==> src/rtl/turn_cursor_fsm_if.sv <==
// Drawing-engine handshake between the turn/cursor controller and the
// pixel drawing datapath. The controller holds draw_req and draw_kind
// steady until it samples draw_done.
interface turn_cursor_fsm_if;
    logic       draw_req;
    logic [1:0] draw_kind;
    logic       draw_done;

    modport master (output draw_req, output draw_kind, input draw_done);
    modport slave  (input draw_req, input draw_kind, output draw_done);
endinterface

==> src/rtl/turn_cursor_fsm.sv <==
// Turn-and-cursor controller for the board-game front end: sets up the
// board, moves a wrapping cursor with auto-repeat, places disks for a
// rotating set of players and stops when the rules engine reports a win.
module turn_cursor_fsm #(
    parameter int BOARD_W       = 8,
    parameter int BOARD_H       = 8,
    parameter int NUM_PLAYERS   = 2,
    parameter int REPEAT_CYCLES = 833333,
    localparam int XW = (BOARD_W > 1) ? $clog2(BOARD_W) : 1,
    localparam int YW = (BOARD_H > 1) ? $clog2(BOARD_H) : 1,
    localparam int PW = (NUM_PLAYERS > 1) ? $clog2(NUM_PLAYERS) : 1
) (
    input  logic                    clk,
    input  logic                    restart,
    input  logic                    go,
    input  logic                    move_up,
    input  logic                    move_down,
    input  logic                    move_left,
    input  logic                    move_right,
    input  logic                    place,
    input  logic                    place_legal,
    input  logic                    win,
    output logic [XW-1:0]           cur_x,
    output logic [YW-1:0]           cur_y,
    output logic [PW-1:0]           turn,
    output logic                    illegal,
    output logic [3:0]              state,
    turn_cursor_fsm_if.master       draw_if
);

    localparam int RW = $clog2(REPEAT_CYCLES);

    localparam logic [XW-1:0] X_MAX  = XW'(BOARD_W - 1);
    localparam logic [YW-1:0] Y_MAX  = YW'(BOARD_H - 1);
    localparam logic [PW-1:0] P_MAX  = PW'(NUM_PLAYERS - 1);
    localparam logic [RW-1:0] R_LOAD = RW'(REPEAT_CYCLES - 1);

    typedef enum logic [3:0] {
        S_IDLE   = 4'd0,
        S_BOARD  = 4'd1,
        S_SELECT = 4'd2,
        S_ERASE  = 4'd3,
        S_MOVE   = 4'd4,
        S_PLACE  = 4'd5,
        S_CHECK  = 4'd6,
        S_END    = 4'd7
    } state_t;

    typedef enum logic [1:0] {
        DIR_UP    = 2'd0,
        DIR_DOWN  = 2'd1,
        DIR_LEFT  = 2'd2,
        DIR_RIGHT = 2'd3
    } dir_t;

    state_t          state_q, state_d;
    dir_t            dir_q, dir_d;
    logic [XW-1:0]   cur_x_q, cur_x_d;
    logic [YW-1:0]   cur_y_q, cur_y_d;
    logic [PW-1:0]   turn_q, turn_d;
    logic            illegal_q, illegal_d;
    logic [RW-1:0]   rpt_q, rpt_d;
    logic            rpt_load;
    logic            go_q, place_q;
    logic            draw_req_w;
    logic [1:0]      draw_kind_w;

    wire go_rise    = go & ~go_q;
    wire place_rise = place & ~place_q;
    wire any_move   = move_up | move_down | move_left | move_right;

    // State, cursor, turn, repeat counter and input edge history.
    // NOTE: every register here uses <= so all of them update from the same pre-edge values.
    always_ff @(posedge clk) begin
        if (restart) begin
            state_q   <= S_IDLE;
            dir_q     <= DIR_UP;
            cur_x_q   <= '0;
            cur_y_q   <= '0;
            turn_q    <= '0;
            illegal_q <= 1'b0;
            rpt_q     <= '0;
            go_q      <= 1'b0;
            place_q   <= 1'b0;
        end else begin
            state_q   <= state_d;
            dir_q     <= dir_d;
            cur_x_q   <= cur_x_d;
            cur_y_q   <= cur_y_d;
            turn_q    <= turn_d;
            illegal_q <= illegal_d;
            rpt_q     <= rpt_d;
            go_q      <= go;
            place_q   <= place;
        end
    end

    // Next-state, cursor stepping, turn rotation and the illegal-place pulse.
    // NOTE: every variable gets its hold value first so no branch can leave one unassigned and infer a latch.
    always_comb begin
        state_d   = state_q;
        dir_d     = dir_q;
        cur_x_d   = cur_x_q;
        cur_y_d   = cur_y_q;
        turn_d    = turn_q;
        illegal_d = 1'b0;
        rpt_load  = 1'b0;

        case (state_q)
            S_IDLE: begin
                if (go_rise) begin
                    cur_x_d = '0;
                    cur_y_d = '0;
                    turn_d  = '0;
                    state_d = S_BOARD;
                end
            end
            S_BOARD: begin
                if (draw_if.draw_done) state_d = S_MOVE;
            end
            S_SELECT: begin
                // A place edge wins over any held direction key.
                if (place_rise) begin
                    if (place_legal) state_d   = S_PLACE;
                    else             illegal_d = 1'b1;
                end else if (any_move && (rpt_q == '0)) begin
                    rpt_load = 1'b1;
                    state_d  = S_ERASE;
                    if (move_up)        dir_d = DIR_UP;
                    else if (move_down) dir_d = DIR_DOWN;
                    else if (move_left) dir_d = DIR_LEFT;
                    else                dir_d = DIR_RIGHT;
                end
            end
            S_ERASE: begin
                // The old cell is erased first; the cursor moves as the erase completes.
                if (draw_if.draw_done) begin
                    state_d = S_MOVE;
                    case (dir_q)
                        DIR_UP:    cur_y_d = (cur_y_q == '0)    ? Y_MAX : cur_y_q - YW'(1);
                        DIR_DOWN:  cur_y_d = (cur_y_q == Y_MAX) ? '0    : cur_y_q + YW'(1);
                        DIR_LEFT:  cur_x_d = (cur_x_q == '0)    ? X_MAX : cur_x_q - XW'(1);
                        default:   cur_x_d = (cur_x_q == X_MAX) ? '0    : cur_x_q + XW'(1);
                    endcase
                end
            end
            S_MOVE: begin
                if (draw_if.draw_done) state_d = S_SELECT;
            end
            S_PLACE: begin
                if (draw_if.draw_done) state_d = S_CHECK;
            end
            S_CHECK: begin
                if (win) begin
                    state_d = S_END;
                end else begin
                    turn_d  = (turn_q == P_MAX) ? '0 : turn_q + PW'(1);
                    state_d = S_MOVE;
                end
            end
            S_END: begin
                if (go_rise) state_d = S_IDLE;
            end
            default: state_d = S_IDLE;
        endcase
    end

    // Auto-repeat counter: cleared while no key is held, reloaded on each step.
    always_comb begin
        rpt_d = rpt_q;
        if (!any_move)          rpt_d = '0;
        else if (rpt_load)      rpt_d = R_LOAD;
        else if (rpt_q != '0)   rpt_d = rpt_q - RW'(1);
    end

    // Drawing request decoded purely from the registered state.
    always_comb begin
        draw_req_w  = 1'b0;
        draw_kind_w = 2'd0;
        case (state_q)
            S_BOARD: begin draw_req_w = 1'b1; draw_kind_w = 2'd3; end
            S_ERASE: begin draw_req_w = 1'b1; draw_kind_w = 2'd0; end
            S_MOVE:  begin draw_req_w = 1'b1; draw_kind_w = 2'd1; end
            S_PLACE: begin draw_req_w = 1'b1; draw_kind_w = 2'd2; end
            default: ;
        endcase
    end

    assign draw_if.draw_req  = draw_req_w;
    assign draw_if.draw_kind = draw_kind_w;
    assign cur_x             = cur_x_q;
    assign cur_y             = cur_y_q;
    assign turn              = turn_q;
    assign illegal           = illegal_q;
    assign state             = state_q;

endmodule
==> src/flat_wrapper.sv <==
// flat-port wrapper written by rule: the top's interface ports become plain ports
module turn_cursor_fsm_flat 
#(
    parameter int BOARD_W       = 8,
    parameter int BOARD_H       = 8,
    parameter int NUM_PLAYERS   = 2,
    parameter int REPEAT_CYCLES = 833333,
    localparam int XW = (BOARD_W > 1) ? $clog2(BOARD_W) : 1,
    localparam int YW = (BOARD_H > 1) ? $clog2(BOARD_H) : 1,
    localparam int PW = (NUM_PLAYERS > 1) ? $clog2(NUM_PLAYERS) : 1
)
  (clk, restart, go, move_up, move_down, move_left, move_right, place, place_legal, win, cur_x, cur_y, turn, illegal, state, draw_if_draw_req, draw_if_draw_kind, draw_if_draw_done);
  turn_cursor_fsm_if draw_if_i ();
  input  logic clk;
  input  logic restart;
  input  logic go;
  input  logic move_up;
  input  logic move_down;
  input  logic move_left;
  input  logic move_right;
  input  logic place;
  input  logic place_legal;
  input  logic win;
  output logic [XW-1:0] cur_x;
  output logic [YW-1:0] cur_y;
  output logic [PW-1:0] turn;
  output logic illegal;
  output logic [3:0] state;
  output wire logic [$bits(draw_if_i.draw_req)-1:0] draw_if_draw_req;
  output wire logic [$bits(draw_if_i.draw_kind)-1:0] draw_if_draw_kind;
  input wire logic [$bits(draw_if_i.draw_done)-1:0] draw_if_draw_done;
  assign draw_if_draw_req = draw_if_i.draw_req;
  assign draw_if_draw_kind = draw_if_i.draw_kind;
  assign draw_if_i.draw_done = draw_if_draw_done;
  turn_cursor_fsm #(.BOARD_W(BOARD_W), .BOARD_H(BOARD_H), .NUM_PLAYERS(NUM_PLAYERS), .REPEAT_CYCLES(REPEAT_CYCLES)) u_core (.clk(clk), .restart(restart), .go(go), .move_up(move_up), .move_down(move_down), .move_left(move_left), .move_right(move_right), .place(place), .place_legal(place_legal), .win(win), .cur_x(cur_x), .cur_y(cur_y), .turn(turn), .illegal(illegal), .state(state), .draw_if(draw_if_i));
endmodule
==> config.mk <==
export PLATFORM = sky130hd
export DESIGN_NAME = turn_cursor_fsm_flat
export DESIGN_NICKNAME = d
export VERILOG_FILES = /design/src/rtl/turn_cursor_fsm_if.sv /design/src/rtl/turn_cursor_fsm.sv /design/src/flat_wrapper.sv
export SDC_FILE = /design/constraint.sdc
export NUM_CORES = 1
export LEC_CHECK = 0
export CORE_MARGIN = 1
export CORE_UTILIZATION = 50
export CTS_CLUSTER_DIAMETER = 50
export DETAILED_ROUTE_END_ITERATION = 8
export MAX_ROUTING_LAYER = met4
export PLACE_DENSITY = 0.73
export SLEW_MARGIN = 20
export SYNTH_ARGS = -nofsm -noshare
export SYNTH_HDL_FRONTEND = slang
export SYNTH_SLANG_ARGS = --single-unit
==> constraint.sdc <==
create_clock -name clk -period 1.9 [get_ports clk]
set_clock_uncertainty 0.05 [all_clocks]
set_input_delay 0.57 -clock clk [delete_from_list [all_inputs] [get_ports clk]]
set_output_delay 0.57 -clock clk [all_outputs]
set_load 0.05 [all_outputs]
==> reports/results.ini <==
[logic_synthesis]
yosys.area_share.simple_pct=33.45
synthXorXnorAreaFrac_pct=2.117
yosysMostFrequentCell=dfxtp_1
yosysUniqueCellTypes=49
synth-adder-area-share_pct=5.445
syn_area_sq_um=2068
yosysWarnings=0
synth_top_cell_by_area=dfxtp_1
ys_seq_elements=35
netlist_instances=258
synth-seq-area-share_pct=33.88
synth_edf_count=0
synthTopCellsByArea=dfxtp_1, a21oi_1, ha_1
synth_common_cells=dfxtp_1, a21oi_1, nand2_1, nor2_1, nor3_1
synthesis.nets=278
synth_compound_area_share_pct=19.30
async_flop_share_pct=0
syn_area_per_cell_sq_um=8.016
synth_top_family_by_area=simple AND/OR/NAND/NOR gates
synth_top_cell_area_share_pct=33.88
synthFlopType=dfxtp_1
synthMuxAreaShare_pct=0.9679

[timing]
finalHoldViolCount=0
min_period_ps=1948
tns_ps=-152.3
period_share_pct=102.5
setup_viol=6
slew_violations=0
hold_slack_ps=457.2
rsz0062_at_grt=true
fin_ws_ps=-48.37
fmax_ghz=0.5133

[floorplanning]
ios=26
initial_utilization_pct=52.08
die_area_sq_um=4398
core_area_sq_um=3971
rows=23
die_x_um=66.32
die_h_um=66.32

[route]
met2_length_mm=3.021
drc_errors=0
vias=2188
wl_mm=5.911
wl_met1_mm=2.521
drt_iter0_markers=175
dr.max_layer_used=met4
drt_pass1_iterations=4
wl_met3_um=244
via_per_inst=5.728
avgRoutedWirePerCell_um=15.47
ant_nets=0

[final_layout]
nets=351
drive_gt1_share_pct=37.05
antenna-diode-count=0
syn_to_final_growth_pct=53.30
fillers=265

[status]
violations=setup timing
status=finished, violations left

[clock_tree]
cts_max_level=2
cts_hold_buf=0
cts_tree=done
cts_root_buf=clkbuf_8
path_clk_slew_ps=70
cts.sinks=35
clkLatencyLatePin_ps=290
clockBufferDepth=2
numCtsBuffers=5

[setup_path]
start_kind=register
critPathCaptureType=register
critPathRequiredTime_ps=2040
max_stage_delay_ps=420
arrival_ps=2090
crit_chain=or3b_4 -> or3_4 -> buf_6 -> or3_4 -> nand2_2 -> a21oi_2
slowest_stage=or3_4
crit_top_cell=or3_4
cp_max_fo=4
critical_path_class=reg2reg

[global_routing]
globalRouteOverflowTotal=0
grt_pass1_vias=2062
track_usage_pct=28.35
grt_pass1_wl_mm=9.190
antenna_found_initial=0
grt_max_degree=18

[placement]
dp.final_hpwl_mm=3.767
gp_congestion=0.8649
io_buffers=24

[job]
maxCapViolCount=0

[power_and_ir_drop]
peakVddDrop_uv=1179
p_leak_nw=1.296
power_density_nw_per_um2=1667

[min_path]
min_path_type=reg2reg

[state kept, by name, summed over array words and instances (netlist names)]
name	flops
u_core.rpt_q	20
u_core.cur_x	3
u_core.cur_y	3
u_core.state	3
u_core.dir_q	2
u_core.go_q	1
u_core.illegal	1
u_core.place_q	1
u_core.turn	1
[worst max-delay path, delay by kind of cell, from the launching register on]
family                 cells  cell delay (ps)
flip-flops                 1              340
buffers and inverters      1              130
AND/OR/NAND/NOR            4             1280
AO/OA/AOI/OAI              1               50
[kinds of logic (layout without fill, tap and decap cells)]
kind of cell | after synthesis | in the layout
flip-flops | 35 | 35
AO/OA/AOI/OAI | 65 | 65
buffers and inverters | 21 | 95
XOR/XNOR | 5 | 5
multiplexers | 2 | 2
other | 1 | 1
AND/OR/NAND/NOR | 120 | 120
adder cells (fa/ha/maj) | 9 | 9
[metal layers]
layer / vias to the layer above / GRT usage, %
met2: 58 / 46.81
met3: 15 / 5.517
li1: 1078 / -
met1: 1037 / 33.92
met4: 0 / 10.90
met5: - / -
[report_power, final]
part           total [W]  switching, W  internal (W)
Clock           0.000616      0.000285      0.000331
Combinational    0.00357       0.00184       0.00173
Sequential       0.00111      0.000177      0.000929
Total            0.00529       0.00230       0.00299
[cell usage in the layout (no fill, tap or decap), types with 6 or more instances in the layout]
master,Yosys,routed
ha_1,9,8
nor2_1,23,20
nand3_1,10,8
nand2b_1,10,10
nor3_1,13,8
clkbuf_8,0,7
a21oi_1,31,24
a21oi_2,0,6
buf_4,2,50
buf_12,0,13
nand2_1,23,21
inv_1,10,8
dfxtp_1,35,30
o21ai_0,7,6
[per-stage QoR]
step / power [W] / setup WS, ps / instance area [sq um] / utilization, % / instances
6_report: 0.005286 / -48.37 / 3171 / 79.84 / 382
5_1_grt: 0.005587 / -120.6 / 3171 / 79.84 / 382
4_1_cts: 0.004908 / -89.77 / 3007 / 75.71 / 375
2_1_floorplan: 0.002875 / -59.46 / 2122 / - / 258
3_5_place_dp: 0.004081 / -535.2 / 2800 / 70.51 / 363
3_3_place_gp: 0.004022 / -527.0 / 2800 / 70.51 / 363
[timing repair]
item                       4_1_cts  5_1_grt
pin swaps                       10       18
setup endpoints to repair       31       25
buffers inserted                 4        7
gates resized for setup         22       28
[path summary, 6_finish.rpt]
kind / slack, ps / depth (start not counted) / from / to
max reg2reg: -50 / 6 / u_core.state[2] / u_core.dir_q[0]
min: 460 / 1 / u_core.place_q / u_core.illegal
max: -50 / 6 / u_core.state[2] / u_core.dir_q[0]
min reg2reg: 460 / 1 / u_core.place_q / u_core.illegal
[cell type report]
cell class                 instances  area (sq um)  share of cell area, %
clock buffer                       8         100.1                  3.157
multi-input combinational        202          1475                  46.53
tap                               50         62.56                  1.973
sequential                        35         714.4                  22.53
timing repair buffer              77         780.7                  24.63
inverter                          10         37.54                  1.184
(Power assumes the default switching activity.)
